File: src/rtl/home_pkg.sv
// home_pkg: mode encoding, default timer width and timed-mode helper for the arming controller
package home_pkg;
   localparam logic [2:0] MODE_DISARMED = 3'd0;
   localparam logic [2:0] MODE_EXIT     = 3'd1;
   localparam logic [2:0] MODE_ARMED    = 3'd2;
   localparam logic [2:0] MODE_ENTRY    = 3'd3;
   localparam logic [2:0] MODE_ALARM    = 3'd4;
   localparam int unsigned CNT_W_DEF    = 8;
   function automatic logic is_timed(input logic [2:0] m);
      return (m == MODE_EXIT) || (m == MODE_ENTRY) || (m == MODE_ALARM);
   endfunction
endpackage

File: src/rtl/pin_guard.sv
// pin_guard: PIN compare, consecutive wrong-PIN counter and keypad lockout timer
module pin_guard #(
   parameter logic [3:0]  PIN_CODE  = 4'b0000,
   parameter int unsigned LOCK_SEC  = 60,
   parameter int unsigned MAX_TRIES = 3,
   parameter int unsigned CNT_W     = 8
) (
   input  logic       clk,
   input  logic       rst_n,
   input  logic       tick,
   input  logic       pin_valid,
   input  logic [3:0] pin,
   output logic       good_pin,
   output logic       pin_err,
   output logic       locked
);
   localparam int unsigned       TW      = $clog2(MAX_TRIES + 1);
   localparam logic [TW-1:0]     TRY_MAX = TW'(MAX_TRIES);
   localparam logic [CNT_W-1:0]  LOCK_V  = CNT_W'(LOCK_SEC);
   logic [TW-1:0]    try_q, try_d;
   logic [CNT_W-1:0] lock_q, lock_d;
   logic             locked_q, locked_d, err_q, bad_pin, try_full;
   assign good_pin = pin_valid & ~locked_q & (pin == PIN_CODE);
   assign bad_pin  = pin_valid & ~locked_q & (pin != PIN_CODE);
   assign try_full = bad_pin & (try_q + 1'b1 >= TRY_MAX);
   // reaching the limit starts the lockout and clears the count in the same cycle
   always_comb begin
      try_d    = (good_pin | try_full) ? '0 : bad_pin ? try_q + 1'b1 : try_q;
      locked_d = try_full | (locked_q & ~(tick & (lock_q == CNT_W'(1))));
      lock_d   = try_full ? LOCK_V : (locked_q & tick) ? lock_q - 1'b1 : lock_q;
   end
   always_ff @(posedge clk or negedge rst_n) begin
      if (!rst_n) begin
         try_q    <= '0;
         lock_q   <= '0;
         locked_q <= 1'b0;
         err_q    <= 1'b0;
      end else begin
         try_q    <= try_d;
         lock_q   <= lock_d;
         locked_q <= locked_d;
         err_q    <= bad_pin;
      end
   end
   assign pin_err = err_q;
   assign locked  = locked_q;
endmodule

File: src/rtl/security_arm_controller.sv
// security_arm_controller: arming mode FSM with a shared exit/entry/alarm delay timer
module security_arm_controller
   import home_pkg::*;
#(
   parameter logic [3:0]  PIN_CODE  = 4'b0000,
   parameter int unsigned EXIT_SEC  = 30,
   parameter int unsigned ENTRY_SEC = 15,
   parameter int unsigned ALARM_SEC = 180,
   parameter int unsigned LOCK_SEC  = 60,
   parameter int unsigned MAX_TRIES = 3,
   parameter int unsigned CNT_W     = CNT_W_DEF
) (
   input  logic             clk,
   input  logic             rst_n,
   input  logic             tick,
   input  logic             arm_req,
   input  logic             pin_valid,
   input  logic [3:0]       pin,
   input  logic [4:0]       motion,
   output logic [2:0]       mode,
   output logic             siren,
   output logic             exit_beep,
   output logic             pin_err,
   output logic             locked,
   output logic [CNT_W-1:0] remaining
);
   logic [2:0]       mode_q, mode_d;
   logic [CNT_W-1:0] tmr_q, tmr_d;
   logic             siren_q, beep_q, good_pin, expire, moving;
   pin_guard #(
      .PIN_CODE (PIN_CODE),
      .LOCK_SEC (LOCK_SEC),
      .MAX_TRIES(MAX_TRIES),
      .CNT_W    (CNT_W)
   ) u_guard (
      .clk      (clk),
      .rst_n    (rst_n),
      .tick     (tick),
      .pin_valid(pin_valid),
      .pin      (pin),
      .good_pin (good_pin),
      .pin_err  (pin_err),
      .locked   (locked)
   );
   assign moving = |motion;
   assign expire = tick & is_timed(mode_q) & (tmr_q == CNT_W'(1));
   // loading a new mode's delay takes precedence over a coincident tick
   always_comb begin
      mode_d = mode_q;
      tmr_d  = (tick & is_timed(mode_q)) ? tmr_q - 1'b1 : tmr_q;
      if (good_pin) begin
         mode_d = MODE_DISARMED;
         tmr_d  = '0;
      end else begin
         case (mode_q)
            MODE_DISARMED: if (arm_req & ~moving) begin
               mode_d = MODE_EXIT;
               tmr_d  = CNT_W'(EXIT_SEC);
            end
            MODE_EXIT: if (expire) begin
               mode_d = MODE_ARMED;
               tmr_d  = '0;
            end
            MODE_ARMED: if (moving) begin
               mode_d = MODE_ENTRY;
               tmr_d  = CNT_W'(ENTRY_SEC);
            end
            MODE_ENTRY: if (expire) begin
               mode_d = MODE_ALARM;
               tmr_d  = CNT_W'(ALARM_SEC);
            end
            MODE_ALARM: if (expire) begin
               mode_d = MODE_ARMED;
               tmr_d  = '0;
            end
            default: begin
               mode_d = MODE_DISARMED;
               tmr_d  = '0;
            end
         endcase
      end
   end
   always_ff @(posedge clk or negedge rst_n) begin
      if (!rst_n) begin
         mode_q  <= MODE_DISARMED;
         tmr_q   <= '0;
         siren_q <= 1'b0;
         beep_q  <= 1'b0;
      end else begin
         mode_q  <= mode_d;
         tmr_q   <= tmr_d;
         siren_q <= (mode_d == MODE_ALARM);
         beep_q  <= (mode_d == MODE_EXIT);
      end
   end
   assign mode      = mode_q;
   assign remaining = tmr_q;
   assign siren     = siren_q;
   assign exit_beep = beep_q;
endmodule

File: config.mk
export PLATFORM = sky130hd
export DESIGN_NAME = security_arm_controller
export DESIGN_NICKNAME = d
export VERILOG_FILES = /design/src/rtl/home_pkg.sv /design/src/rtl/pin_guard.sv /design/src/rtl/security_arm_controller.sv
export SDC_FILE = /design/constraint.sdc
export NUM_CORES = 1
export LEC_CHECK = 0
export ABC_AREA = 1
export BUFFER_PORTS_ARGS = -buffer_cell sky130_fd_sc_hd__buf_2
export CAP_MARGIN = 20
export CORE_MARGIN = 1
export CORE_UTILIZATION = 30
export CTS_BUF_LIST = sky130_fd_sc_hd__clkbuf_4 sky130_fd_sc_hd__clkbuf_8
export CTS_CLUSTER_DIAMETER = 200
export DETAILED_ROUTE_END_ITERATION = 10
export GPL_TIMING_DRIVEN = 0
export PLACE_DENSITY = 0.51
export SLEW_MARGIN = 20
export SYNTH_ARGS = -nofsm -noshare
export SYNTH_HDL_FRONTEND = slang
export SYNTH_SLANG_ARGS = --single-unit
File: constraint.sdc
create_clock -name clk -period 1.3 [get_ports clk]
set_input_delay 0.065 -clock clk [delete_from_list [all_inputs] [get_ports clk]]
set_output_delay 0.065 -clock clk [all_outputs]
set_load 0.005 [all_outputs]
* Word-level counts from Yosys, hierarchy flattened *
Index checks and enable logic that the tools add are counted.

word-level totals
  output and inout bits = 15
  input port bits = 14
  bits in registers = 25

operators by class
  reduce and logical (&&, ||, !) cells = 9
  $lt $le $gt $ge = 1
  muxes and demuxes = 17
  add/subtract/negate cells = 3
  eq/ne operators = 8
  bitwise logic cells = 15

operators with widths
  cell                                                                    count
  8-bit two-way mux                                                       8
  8-bit case mux with 4 select lines                                      1
  8-bit by 1-bit equality test with 1-bit output (second input constant)  2
  8-bit by 1-bit subtractor with 8-bit output (second input constant)     2
  3-bit two-way mux                                                       5
  3-bit case mux with 4 select lines                                      1
  1-bit AND                                                               10
  3-bit by 1-bit equality test with 1-bit output (second input constant)  2
  3-bit by 2-bit equality test with 1-bit output (second input constant)  2
  3-bit equality test (second input constant)                             2
  5-bit OR reduction                                                      1
  4-bit logical NOT                                                       1
  2-bit two-way mux                                                       2
  2-bit nonzero test                                                      2
  4-bit nonzero test                                                      1
  3-bit logical NOT                                                       1
  1-bit NOT                                                               3
  2-bit by 1-bit adder with 2-bit output (second input constant)          1
  2-bit >= comparator (second input constant)                             1
  1-bit logical OR                                                        2
  1-bit OR                                                                2
  2-bit OR reduction                                                      1

* Logic depth before layout (Yosys ltp) *
  depth in word-level cells = 9
  gate-level depth with buffers = 10
  gate-level depth less buffers = 10

* Modules after synthesis *
Synthesis repeated with hierarchy kept, for this count alone.

second synthesis, totals
  cells, all modules = 233
  area total of the unflattened synthesis = 1610.3 um^2

modules (own cells, without submodules)
  module                   sequential area each (um^2)  area each (um^2)  cells an instance  instances
  security_arm_controller  325.3                        948.4             150                1
  pin_guard                300.3                        661.9             83                 1

* Worst setup path before layout *
No wires, ideal clock.

  kind = reg-to-reg
  start point = register tmr_q[1], in the netlist remaining[1]
  end point = register tmr_q[5], in the netlist remaining[5]
  stages on the path, launching flop included = 10
  library setup time = 0.123 ns
  data required time = 1.177 ns
  path buffers = 0
  data arrival time = 1.276 ns
  slack = -0.099 ns
  path through = dfrtp_1 > inv_1 > ha_1 > nand3_1 > nor2_1 > nand2_4 > nand2_2 > nand3_1 > nand2_1 > a21oi_1

on the way
  cells in the longest elaborated chain, start to end = 5
  elaborated cells on any way between the ends = 10

ends and longest elaborated chain
  item                                                                                                           RTL line                                                      text
  start, declared                                                                                                security_arm_controller.sv:28                                 logic [CNT_W-1:0] tmr_q, tmr_d;
  start signal, assigned                                                                                         security_arm_controller.sv:91                                 tmr_q <= tmr_d;
  8-bit by 1-bit subtractor with 8-bit output or 8-bit by 1-bit equality test with 1-bit output (tied branches)  security_arm_controller.sv:50, security_arm_controller.sv:46
  8-bit two-way mux or 1-bit AND (tied branches)                                                                 security_arm_controller.sv:50, security_arm_controller.sv:46
  8-bit two-way mux, on equally long branches                                                                    n/a
  8-bit case mux with 4 select lines (*)                                                                         security_arm_controller.sv:55                                 case (mode_q)
  8-bit two-way mux (*)                                                                                          security_arm_controller.sv:51                                 if (good_pin) begin
  net tmr_d[5]                                                                                                   security_arm_controller.sv:28

Mark *: on every way through the listed nets, which the timed path passes. The rest lies on a longest branch.
A chain may end at the register's enable or synchronous reset.

* Final worst setup path *
  start point = register mode_q[0], in the netlist mode[0]
  end point = register tmr_q[2], in the netlist remaining[2]

on the way
  cells in the longest elaborated chain, start to end = 8
  elaborated cells on any way between the ends = 17

ends and longest elaborated chain
  item                                                                                                              RTL line                                                      text
  start, declared                                                                                                   security_arm_controller.sv:27                                 logic [2:0] mode_q, mode_d;
  start signal, assigned                                                                                            security_arm_controller.sv:90                                 mode_q <= mode_d;
  3-bit by 1-bit equality test with 1-bit output or 3-bit by 2-bit equality test with 1-bit output (tied branches)  home_pkg.sv:10, security_arm_controller.sv:55
  1-bit logical OR (2 in a row)                                                                                     home_pkg.sv:10                                                return (m == MODE_EXIT) || (m == MODE_ENTRY) || (m == MODE_ALARM);
  1-bit AND                                                                                                         security_arm_controller.sv:46, security_arm_controller.sv:50
  8-bit two-way mux or 1-bit AND (tied branches)                                                                    security_arm_controller.sv:50, security_arm_controller.sv:46
  8-bit two-way mux, on equally long branches                                                                       n/a
  8-bit case mux with 4 select lines (*)                                                                            security_arm_controller.sv:55
  8-bit two-way mux (*)                                                                                             security_arm_controller.sv:51
  net tmr_d[2]                                                                                                      security_arm_controller.sv:28

Marks and branches as above.

==> flow_metrics.env <==
export IMPL_syn_nets=243
export IMPL_crit_type="flip-flop to flip-flop"
export IMPL_max_cap_violations=0
export IMPL_synth_compound_area_share_pct=10.1
export IMPL_ys_warn_count=0
export IMPL_crit_path_end_kind="flip-flop"
export IMPL_ioPinCount=29
export IMPL_setup_slack_ns=-0.0932
export IMPL_synthToLayoutAreaGrowth_pct=42.0
export IMPL_hpwl_mm=2.68
export IMPL_status="complete, but fails checks"
export IMPL_period_minus_slack_ns=1.39
export IMPL_grt_use_total_pct=14.7
export IMPL_grt_ovfl_total=0
export IMPL_synth_top_area_share_pct=39.4
export IMPL_setup_viol=13
export IMPL_cts_htree_levels=1
export IMPL_cts_root_buf="clkbuf_8"
export IMPL_n_antenna_cell=0
export IMPL_wl_mm=3.74
export IMPL_cts_tree="yes"
export IMPL_place_ws_ns=-0.228
export IMPL_cts_buffer_depth=2
export IMPL_synth_area_mux_share_pct=0
export IMPL_initial_core_util_pct=31.1
export IMPL_layout_common_cells="nand2_1, inv_1, buf_2, dfrtp_1"
export IMPL_port_buffers=28
export IMPL_netlist_top_cells_area="dfrtp_1, nand2_1, inv_1"
export IMPL_max_freq_mhz=718
export IMPL_failed_checks="negative setup slack"
export IMPL_dr_pass1_iters=4
export IMPL_fill_cells=539
export IMPL_rsz0062_at_grt="yes"
export IMPL_p_per_area_nw_per_um2=2000
export IMPL_numCtsBuffers=3
export IMPL_crit_fanout=5
export IMPL_synth_top_area_cell="dfrtp_1"
export IMPL_clk_latency_ns=0.26
export IMPL_ys_seq_area_share_pct=39.4
export IMPL_mostFrequentLayoutCell="nand2_1"
export IMPL_clkTransAtPathRegs_ns=0.09
export IMPL_ir_drop_uv=888
export IMPL_skew_ns=0.00208
export IMPL_drive_gt1_share_pct=43.0
export IMPL_die_area_sq_um=5590
export IMPL_ys_ff_latch=25
export IMPL_die_height_um=74.8
export IMPL_fin_cells=347
export IMPL_arrival_ns=1.59
export IMPL_leakagePower_nw=1.16
export IMPL_synth_top_family_by_area="simple AND/OR/NAND/NOR gates"
export IMPL_power_w=0.00450
export IMPL_hold_class="input port to flip-flop"
export IMPL_drc_errors=0
export IMPL_report_final_slew_viol_count=0
export IMPL_synth_area_per_cell_sq_um=7.09
export IMPL_clock_sinks=25
export IMPL_synth_simple_area_share_pct=34.8
export IMPL_die_width_um=74.8
export IMPL_grt_pass1_wl_mm=6.26
export IMPL_place_area_sq_um=1840
export IMPL_slew_limit_headroom_pct=61.5
export IMPL_synth_cell_types=22
export IMPL_critPathLaunchType="flip-flop"
export IMPL_hold_viol_final=0
export IMPL_syn_inst=224
export IMPL_synthXorXnorAreaFrac_pct=1.10
export IMPL_antenna_found_initial=0
export IMPL_ant_nets=0
export IMPL_drtIter0Drc=41
export IMPL_synthAdderAreaFrac_pct=3.94
export IMPL_finalCritPeriodShare_pct=107
export IMPL_max_slew_worst_pin_slew_ns=0.577
export IMPL_wire_per_inst_um=10.8
export IMPL_gp_congestion=0.810
export IMPL_worstPathRequired_ns=1.50
export IMPL_core_sq_um=5110
export IMPL_dp_cells=322
export IMPL_final_area_sq_um=2250
export IMPL_rows=26
export IMPL_netlist_area_sq_um=1590
export IMPL_via_per_inst=4.44
export IMPL_num_vias=1542
export IMPL_grt_pass1_vias=1475
export IMPL_final_nets=297
export IMPL_grt_max_degree=26
[cell type report]
class	instances	area, sq um	area share, %
Buffer	1	7.51	0.333
Tap cell	70	87.6	3.88
Sequential cell	25	631	28.0
Inverter	43	164	7.27
Clock buffer	4	48.8	2.16
Multi-Input combinational cell	155	992	44.0
Timing Repair Buffer	49	324	14.4
[registers in the layout (all words and copies together) (netlist names)]
register         count
siren                1
exit_beep            1
remaining            8
u_guard.pin_err      1
mode                 3
u_guard.try_q        2
u_guard.locked       1
u_guard.lock_q       8
[path summary, 6_finish.rpt]
| kind | startpoint | end | slack, ns | cells after the start |
|---|---|---|---|---|
| max | mode[0] | remaining[2] | -0.09 | 7 |
| min | tick | u_guard.locked | 0.16 | 4 |
| max reg2reg | mode[0] | remaining[2] | -0.09 | 7 |
| min reg2reg | u_guard.try_q[0] | u_guard.try_q[0] | 0.50 | 1 |
| max in group asynchronous | rst_n | mode[1] | 0.56 | 2 |
| min in group asynchronous | rst_n | u_guard.lock_q[1] | 0.32 | 2 |
[per-layer routing]
metal	GRT usage [%]	part of all wire, %
met1	18.5	45
met2	26.5	52
met3	2.81	2.6
met4	2.52	0.59
met5	0	0
[logic make-up (layout without fill, tap and decap cells)]
family | Yosys count | in the layout
simple gates | 119 | 119
fa+ha+maj | 5 | 5
xor+xnor | 2 | 2
compound gates | 29 | 29
flops | 25 | 25
buf+inv | 44 | 97
[cells in the mapped netlist, drive strengths merged]
| cell | instances |
|---|---|
| a21oi | 19 |
| buf | 1 |
| dfrtp | 25 |
| ha | 5 |
| inv | 43 |
| nand2 | 56 |
| nand3 | 22 |
| nand3b | 1 |
| nand4 | 4 |
| nor2 | 31 |
| nor3 | 4 |
| o21ai | 10 |
| or2 | 1 |
| xor2 | 2 |
[what timing repair did]
item,CTS,global route
hold buffers,1,0
endpoints found under the setup margin,18,18
resized for setup,22,37
endpoints found under the hold margin,25,0
setup buffers,13,7
pin swaps,11,16
[where the power goes]
part / internal, W / switching [W] / leakage, nW
sequential: 0.00109 / 0.000342 / 0.307
combinational: 0.00115 / 0.00144 / 0.825
clock: 0.000240 / 0.000240 / 0.0262
[per-stage QoR]
step                      utilization, %  hold slack [ns]  TNS [ns]
after global routing                44.1            0.184     -2.50
after floorplan                        -           -0.231   -0.0222
after global placement              36.0            0.101     -2.78
after CTS                           40.7            0.151    -0.718
after detailed placement            36.0            0.109     -2.44
final                               44.1            0.164    -0.871
[worst max-delay path: stages (launching register included)]
cell and delay [ns]:
dfrtp_2 0.47, o21ai_4 0.16, nand2_4 0.08, buf_12 0.13
nor2_4 0.13, xor2_1 0.17, nand2_1 0.08, a21oi_2 0.11
Power figures use the tool's default switching activity.
